$ cat src/rtl/fetch_queue.sv
// fetch_queue: fetch PC owner and {pc, instr} FIFO feeding the decode stage.
// Optional macro FETCH_QUEUE_BYPASS_EN adds a zero-latency path when the queue is empty.
module fetch_queue #(
    parameter int          DEPTH      = 4,
    parameter logic [31:0] HALT_INSTR = 32'h000f0033,
    parameter logic [31:0] NOP_INSTR  = 32'h00000013
) (
    input  logic                   clk,
    input  logic                   rst_n,
    input  logic                   ce,
    input  logic                   redirect_valid,
    input  logic [31:0]            redirect_addr,
    output logic [11:0]            imem_addr,
    input  logic [31:0]            imem_data,
    input  logic                   deq_ready,
    output logic                   out_valid,
    output logic [31:0]            out_pc,
    output logic [31:0]            out_instr,
    output logic                   halted,
    output logic [$clog2(DEPTH):0] count
);
    localparam int PTR_W = $clog2(DEPTH);
    localparam int CNT_W = PTR_W + 1;
    localparam logic [CNT_W-1:0] FULL_CNT = CNT_W'(DEPTH);

    logic [31:0]      r_pc;
    logic [PTR_W-1:0] r_rdPtr;
    logic [PTR_W-1:0] r_wrPtr;
    logic [CNT_W-1:0] r_count;
    logic             r_halted;
    logic [31:0]      r_memPc    [DEPTH];
    logic [31:0]      r_memInstr [DEPTH];

    logic w_empty;
    logic w_redirect;
    logic w_bypass;
    logic w_deq;
    logic w_fifoDeq;
    logic w_enq;
    logic w_write;
    logic w_isHalt;
    logic w_unused;

    assign w_unused   = &{1'b0, redirect_addr[1:0]};
    assign w_empty    = (r_count == '0);
    assign w_redirect = ce && redirect_valid;
    assign w_isHalt   = (imem_data == HALT_INSTR);

`ifdef FETCH_QUEUE_BYPASS_EN
    assign w_bypass = w_empty && !r_halted && !w_redirect;
`else
    assign w_bypass = 1'b0;
`endif

    always_comb begin
        out_valid = 1'b0;
        out_pc    = 32'd0;
        out_instr = NOP_INSTR;
        if (w_bypass) begin
            out_valid = 1'b1;
            out_pc    = r_pc;
            out_instr = imem_data;
        end else if (!w_empty) begin
            out_valid = 1'b1;
            out_pc    = r_memPc[r_rdPtr];
            out_instr = r_memInstr[r_rdPtr];
        end
    end

    // A bypassed fetch consumed by decode is never written and never read from the array.
    assign w_deq     = out_valid && deq_ready;
    assign w_fifoDeq = w_deq && !w_bypass;
    assign w_enq     = !r_halted && ((r_count != FULL_CNT) || w_deq);
    assign w_write   = w_enq && !(w_bypass && w_deq);

    always_ff @(posedge clk or negedge rst_n) begin
        if (!rst_n) begin
            r_pc     <= 32'd0;
            r_rdPtr  <= '0;
            r_wrPtr  <= '0;
            r_count  <= '0;
            r_halted <= 1'b0;
        end else if (ce) begin
            if (redirect_valid) begin
                r_pc     <= {redirect_addr[31:2], 2'b00};
                r_rdPtr  <= '0;
                r_wrPtr  <= '0;
                r_count  <= '0;
                r_halted <= 1'b0;
            end else begin
                if (w_enq) begin
                    if (w_isHalt) begin
                        r_halted <= 1'b1;
                    end else begin
                        r_pc <= r_pc + 32'd4;
                    end
                end
                if (w_write) begin
                    r_wrPtr <= r_wrPtr + PTR_W'(1);
                end
                if (w_fifoDeq) begin
                    r_rdPtr <= r_rdPtr + PTR_W'(1);
                end
                case ({w_write, w_fifoDeq})
                    2'b10:   r_count <= r_count + CNT_W'(1);
                    2'b01:   r_count <= r_count - CNT_W'(1);
                    default: r_count <= r_count;
                endcase
            end
        end
    end

    // Entry storage needs no reset: out_valid masks anything stale.
    always_ff @(posedge clk) begin
        if (ce && !redirect_valid && w_write) begin
            r_memPc[r_wrPtr]    <= r_pc;
            r_memInstr[r_wrPtr] <= imem_data;
        end
    end

    assign imem_addr = r_pc[13:2];
    assign halted    = r_halted;
    assign count     = r_count;

endmodule

$ cat config.mk
export PLATFORM = sky130hd
export DESIGN_NAME = fetch_queue
export DESIGN_NICKNAME = d
export VERILOG_FILES = /design/src/rtl/fetch_queue.sv
export SDC_FILE = /design/constraint.sdc
export NUM_CORES = 1
export LEC_CHECK = 0
export CAP_MARGIN = 10
export CORE_MARGIN = 3
export CORE_UTILIZATION = 58
export CTS_BUF_LIST = sky130_fd_sc_hd__clkbuf_4 sky130_fd_sc_hd__clkbuf_8
export DETAILED_ROUTE_END_ITERATION = 8
export PLACE_DENSITY = 0.91
export SLEW_MARGIN = 20
export SYNTH_ARGS = -nofsm -noshare
export SYNTH_HDL_FRONTEND = slang
export SYNTH_SLANG_ARGS = --single-unit
$ cat constraint.sdc
create_clock -name clk -period 3.73 [get_ports clk]
set_input_delay 0.746 -clock clk [delete_from_list [all_inputs] [get_ports clk]]
set_output_delay 0.746 -clock clk [all_outputs]
set_load 0.01 [all_outputs]
-- Word level (Yosys, flattened, before mapping)
Memory sizes are Yosys's and may differ from the RTL's.
Index checks and enable logic that the tools add are counted.
- reduce and logical (&&, ||, !) cells: 17
- eq/ne operators: 5
- multiplexer cells: 17
- $add $sub $neg: 5
- operator list (operator ; number):
    two-way mux 32 bit ; 5
    adder 32 x 3 -> 32 bit, second input constant ; 1
    == test 32 x 20 -> 1 bit, second input constant ; 1
    two-way mux 2 bit ; 4
    two-way mux 1 bit ; 6
    case mux 3 bit (2 select lines) ; 1
    AND reduction 2 bit ; 3
    AND reduction 3 bit ; 2
    nonzero test 2 bit ; 3
    adder 2 x 1 -> 2 bit, second input constant ; 2
    logical AND 1 bit ; 4
    adder 3 x 1 -> 3 bit, second input constant ; 1
    logical NOT 3 bit ; 1
    two-way mux 3 bit ; 1
    inequality test 3 bit, second input constant ; 1
    nonzero test 3 bit ; 1
    subtractor 3 x 1 -> 3 bit, second input constant ; 1
    == test 2 x 1 -> 1 bit, second input constant ; 1
    == test 2 bit, second input constant ; 1
    logical NOT 1 bit ; 2
    inequality test 2 bit, second input constant ; 1
    logical OR 1 bit ; 1
- memory bits (writable): 256
- output and inout port bits: 81
- input port bits: 69
- flip-flop bits (word level): 40
- memories: 2
- word-level logic and storage cells: 51
- memory list (name ; words ; width ; read ports ; clocked after memory_dff ; wr ports ; RTL line ; source):
    r_memInstr ; 4 ; 32 ; 1 ; 0 ; 1 ; 32 ; logic [31:0] r_memInstr [DEPTH];
    r_memPc ; 4 ; 32 ; 1 ; 0 ; 1 ; 31 ; logic [31:0] r_memPc [DEPTH];

-- Logic depth before layout (Yosys ltp)
- depth after elaboration: 8
- depth in mapped cells: 8
- mapped depth without buffers: 7

-- Least setup slack after synthesis
No wires, ideal clock.
- path kind: in2reg
- from: in ce
- to: mem r_memInstr[1][0], enable pin
- path slack: 0.369 ns
- cell stages on the path: 4
- setup time: 0.426 ns
- data arrival time: 2.935 ns
- path buffers: 1
- data required time: 3.304 ns
- cell sequence: buf_2 inv_1 nor4b_2 and2_1
- word-level cells in the longest chain between the ends: 4
- ends and longest elaborated chain (item ; RTL line ; source):
    from (decl) ; 10 ; input logic ce,
    logical AND 1 bit (2 in series) ; 115 ; if (ce && !redirect_valid && w_write) begin
    two-way mux 1 bit ; 115 ;
    two-way mux 1 bit (not written as such) ; 117 ; r_memInstr[r_wrPtr] <= imem_data;
    to (decl) ; 32 ;
No other way between the ends.

-- Worst setup path in the final report
- from: reg r_rdPtr[0]
- to: out out_pc[10]
- word-level cells in the longest chain between the ends: 2
- ends and longest elaborated chain (item ; RTL line ; source):
    from (decl) ; 27 ; logic [PTR_W-1:0] r_rdPtr;
    from (signal assigned) ; 102 ; r_rdPtr <= r_rdPtr + PTR_W'(1);
    memory (4 x 32 bit) ; -- ;
    two-way mux 32 bit ; 63 ; end else if (!w_empty) begin
    to (decl) ; 17 ; output logic [31:0] out_pc,
No other way between the ends.

==> key figures <==
Run status
  • Status: complete, no violations

Floorplan
  • Die height: approximately 150 um
  • Core area: a little over 20000 sq um
  • Die Footprint: 22500 sq um
  • Die X: about 150 um
  • I/O pins: 150
  • Starting Density: between 50% and 60%
  • Site Rows: between 50 and 60

Pwr
  • Peak supply drop: approximately 0.41 mV
  • Cell Int Power: about 0.0074 W
  • Power Density: a little over 700 nW/um^2
  • Sequential share of power: between 40% and 50%
  • Clk pwr share: approximately a quarter
  • Psw: a little over 0.003 W
  • Logic pwr share: around a third
  • Static leakage: 4.96 nW
  • Sw frac: 29.5%
  • Power Total: 0.0106 W

Global routing
  • GRT Total Usage: 23.7%
  • Grt total ovfl: 0
  • Largest net degree at the start of global routing: between 60 and 70
  • Vias in the first global route: 7248
  • Initial antenna violation count: 0
  • First-pass GRT wire length: between 40 and 50 mm

Clock network
  • Clock transition at path regs: about 0.060 ns
  • Clock insertion delay at the later pin of the skew report: ~0.55 ns
  • CTS buffer count: 44
  • TritonCTS sink count: roughly 290
  • CTS tree: yes
  • Clk root buf: clkbuf_8
  • H-tree Lvls: 2
  • Clk buf depth: 3

Place
  • Placed Cells: about 1100
  • Port Buf Inserts: roughly 150
  • Detailed Place HPWL: about 17 mm
  • Gpl congestion: ~0.87

Yosys
  • Cell variety after synth: between 50 and 60
  • #FFs+latches synth: about 290
  • Syn Area/Cell: about 17 sq um
  • Ys async rst share: between 10% and 20%
  • Sequential fraction of the synthesis area: ~70%
  • Number of enable flip-flop cells after synthesis: 248
  • Synth warnings: 0
  • Ys flop type: edfxtp_1
  • Top cells by area, synth: edfxtp_1 62%, mux4_2 12%, dfrtp_1 7.9%, and2_1 3.4%, nor2_1 1.1%
  • Synth top area share: between 60 and 70%
  • Cell taking the most area after synthesis: edfxtp_1
  • Mapped Area: 12000 sq um
  • Synth Instances: 700

Worst setup path
  • Startpoint types: flip-flop
  • Critical Path Fanout Max: 31
  • Crit end category: output port
  • WP data arrival: between 2 and 3 ns
  • Worst path required time: 2.98 ns
  • Kind of critical path: reg -> out

Layout
  • Finished Layout Cells: 1169
  • Sequential Area: around 8400 sq um
  • Inserted Diodes: 0
  • Layout cells sized above 1: 20.4%
  • Layout area overhead: 22.8%
  • Fillers: approximately 1200
  • Number of nets in the layout: approximately 940
  • Multi-input logic area: around 3300 sq um

Routing
  • Drt wl/cell: ~22 um
  • Post-route DRC: 0
  • Via density: 6.10
  • Via count: 7136
  • Final wirelength: about 26 mm
  • Count of TritonRoute iterations in the first routing pass: 5
  • Final ANT Viol Nets: 0
  • 1st-iter DRT viols: about 530

Timing
  • Slew HR: slightly above 40%
  • Final critical-path required period: between 3 and 4 ns
  • Fmax: 287 MHz
  • Period utilization: just over 90%
  • Final Setup Violations: 0
  • Worst hold slack: 0.315 ns
  • Fin. Hold Viols: 0
  • Final clock skew: around 0.015 ns
  • Measured slew at the worst slew-check pin: approximately 0.88 ns
  • Max-slew violation count: 0
  • RSZ-0062 raised after global routing: no
  • Sum Neg Setup Slack: 0 ns

Min path
  • Hold WC Path Type: in -> async

Job
  • Max cap viols: 0
-- flip-flops by register name, indices dropped and copies added (netlist names) --
signal,cells
r_pc,30
count,3
r_memPc,120
r_memInstr,128
r_rdPtr,2
halted,1
r_wrPtr,2
-- final cells by class --
type	count	share of cell area [%]
sequential	286	56.9
clock inverter	20	0.991
inverter	8	0.220
tap	270	2.29
multi-input combinational	356	22.7
timing repair buffer	167	11.9
clock buffer	62	5.10
-- cell usage in the layout (no fill, tap or decap), types with 11 or more instances in the layout --
cell type	Yosys	layout
nand3_1	13	13
a21oi_1	12	12
and3_1	12	12
and2_1	66	62
nor3_1	22	21
edfxtp_1	248	248
dfrtp_1	38	36
mux4_2	62	62
o32ai_1	11	11
clkdlybuf4s50_1	0	143
clkbuf_8	0	46
clkbuf_4	0	16
buf_12	0	12
nor2_1	35	35
-- metrics by stage --
| step | util [%] | instance area (sq um) | setup slack (ns) |
|---|---|---|---|
| 6_report | 72.8 | 14800 | 0.251 |
| 5_1_grt | 72.8 | 14800 | 0.110 |
| 3_5_place_dp | 68.3 | 13900 | 0.372 |
| 4_1_cts | 72.8 | 14800 | 0.185 |
| 3_3_place_gp | 68.3 | 13900 | 0.525 |
| 2_1_floorplan | - | 12000 | 0.369 |
-- critical path, cell delays in order (launching register included) --
cell and delay (ns):
dfrtp_4 0.65, buf_12 0.31, mux4_2 0.53, and2_1 0.18
clkdlybuf4s50_1 0.49
-- synth_stat cells (5+ instances only) --
master      n
edfxtp_1  248
and2_1     66
mux4_2     62
dfrtp_1    38
nor2_1     35
clkbuf_1   22
nor3_1     22
buf_4      14
nand3_1    13
a21oi_1    12
and3_1     12
buf_2      11
o32ai_1    11
and4_1     10
nand2_1    10
nand4_1     9
a211oi_1    8
o21ai_0     8
inv_1       7
and4b_1     6
nor4_1      6
ha_1        5
-- path summary, 6_finish.rpt --
check	startpoint	depth (start not counted)	slack [ns]	to
min in group clk	r_wrPtr[0]$_DFFE_PN0P_	1	0.56	r_wrPtr[0]$_DFFE_PN0P_
max	r_rdPtr[0]$_DFFE_PN0P_	4	0.25	out_pc[10]
max reg2reg	count[0]$_DFFE_PN0P_	7	0.93	count[2]$_DFFE_PN0P_
max in group asynchronous	rst_n	1	2.76	r_rdPtr[0]$_DFFE_PN0P_
min reg2reg	r_wrPtr[0]$_DFFE_PN0P_	1	0.56	r_wrPtr[0]$_DFFE_PN0P_
min	rst_n	1	0.32	r_pc[20]$_DFFE_PN0P_
-- cells by family (layout without fill, tap and decap cells) --
group	Yosys count	after routing	synth area share, %
other	1	2	0.0312
XOR/XNOR	1	1	0.0728
AO/OA/AOI/OAI	75	75	4.74
adder cells (fa/ha/maj)	6	6	0.686
AND/OR/NAND/NOR	208	208	10.4
buffers and inverters	59	257	2.52
multiplexers	64	64	11.8
flip-flops	286	286	69.8
-- metal layers --
layer / track usage [%] / share of wire, % / routed length, um / up-vias
met5: 0 / 0 / 0 / -
met4: 9.79 / 3.5 / 908 / 0
met3: 4.12 / 6.8 / 1790 / 58
met2: 38.9 / 51 / 13300 / 328
met1: 31.8 / 39 / 10200 / 3595
li1: - / - / - / 3155
-- power groups by stage --
stage	sequential [W]	combinational (W)	clock, W
after global placement	0.00436	0.00356	0
after global routing	0.00441	0.00383	0.00281
after detailed placement	0.00440	0.00362	0
after floorplan	0.00422	0.00207	0
after CTS	0.00435	0.00365	0.00268
final	0.00435	0.00359	0.00262
-- timing repair --
item,4_1_cts,5_1_grt
endpoints found under the setup margin,59,0
resized for setup,2,0
hold buffers,0,0
buffers inserted,0,0
(Power assumes the default switching activity.)
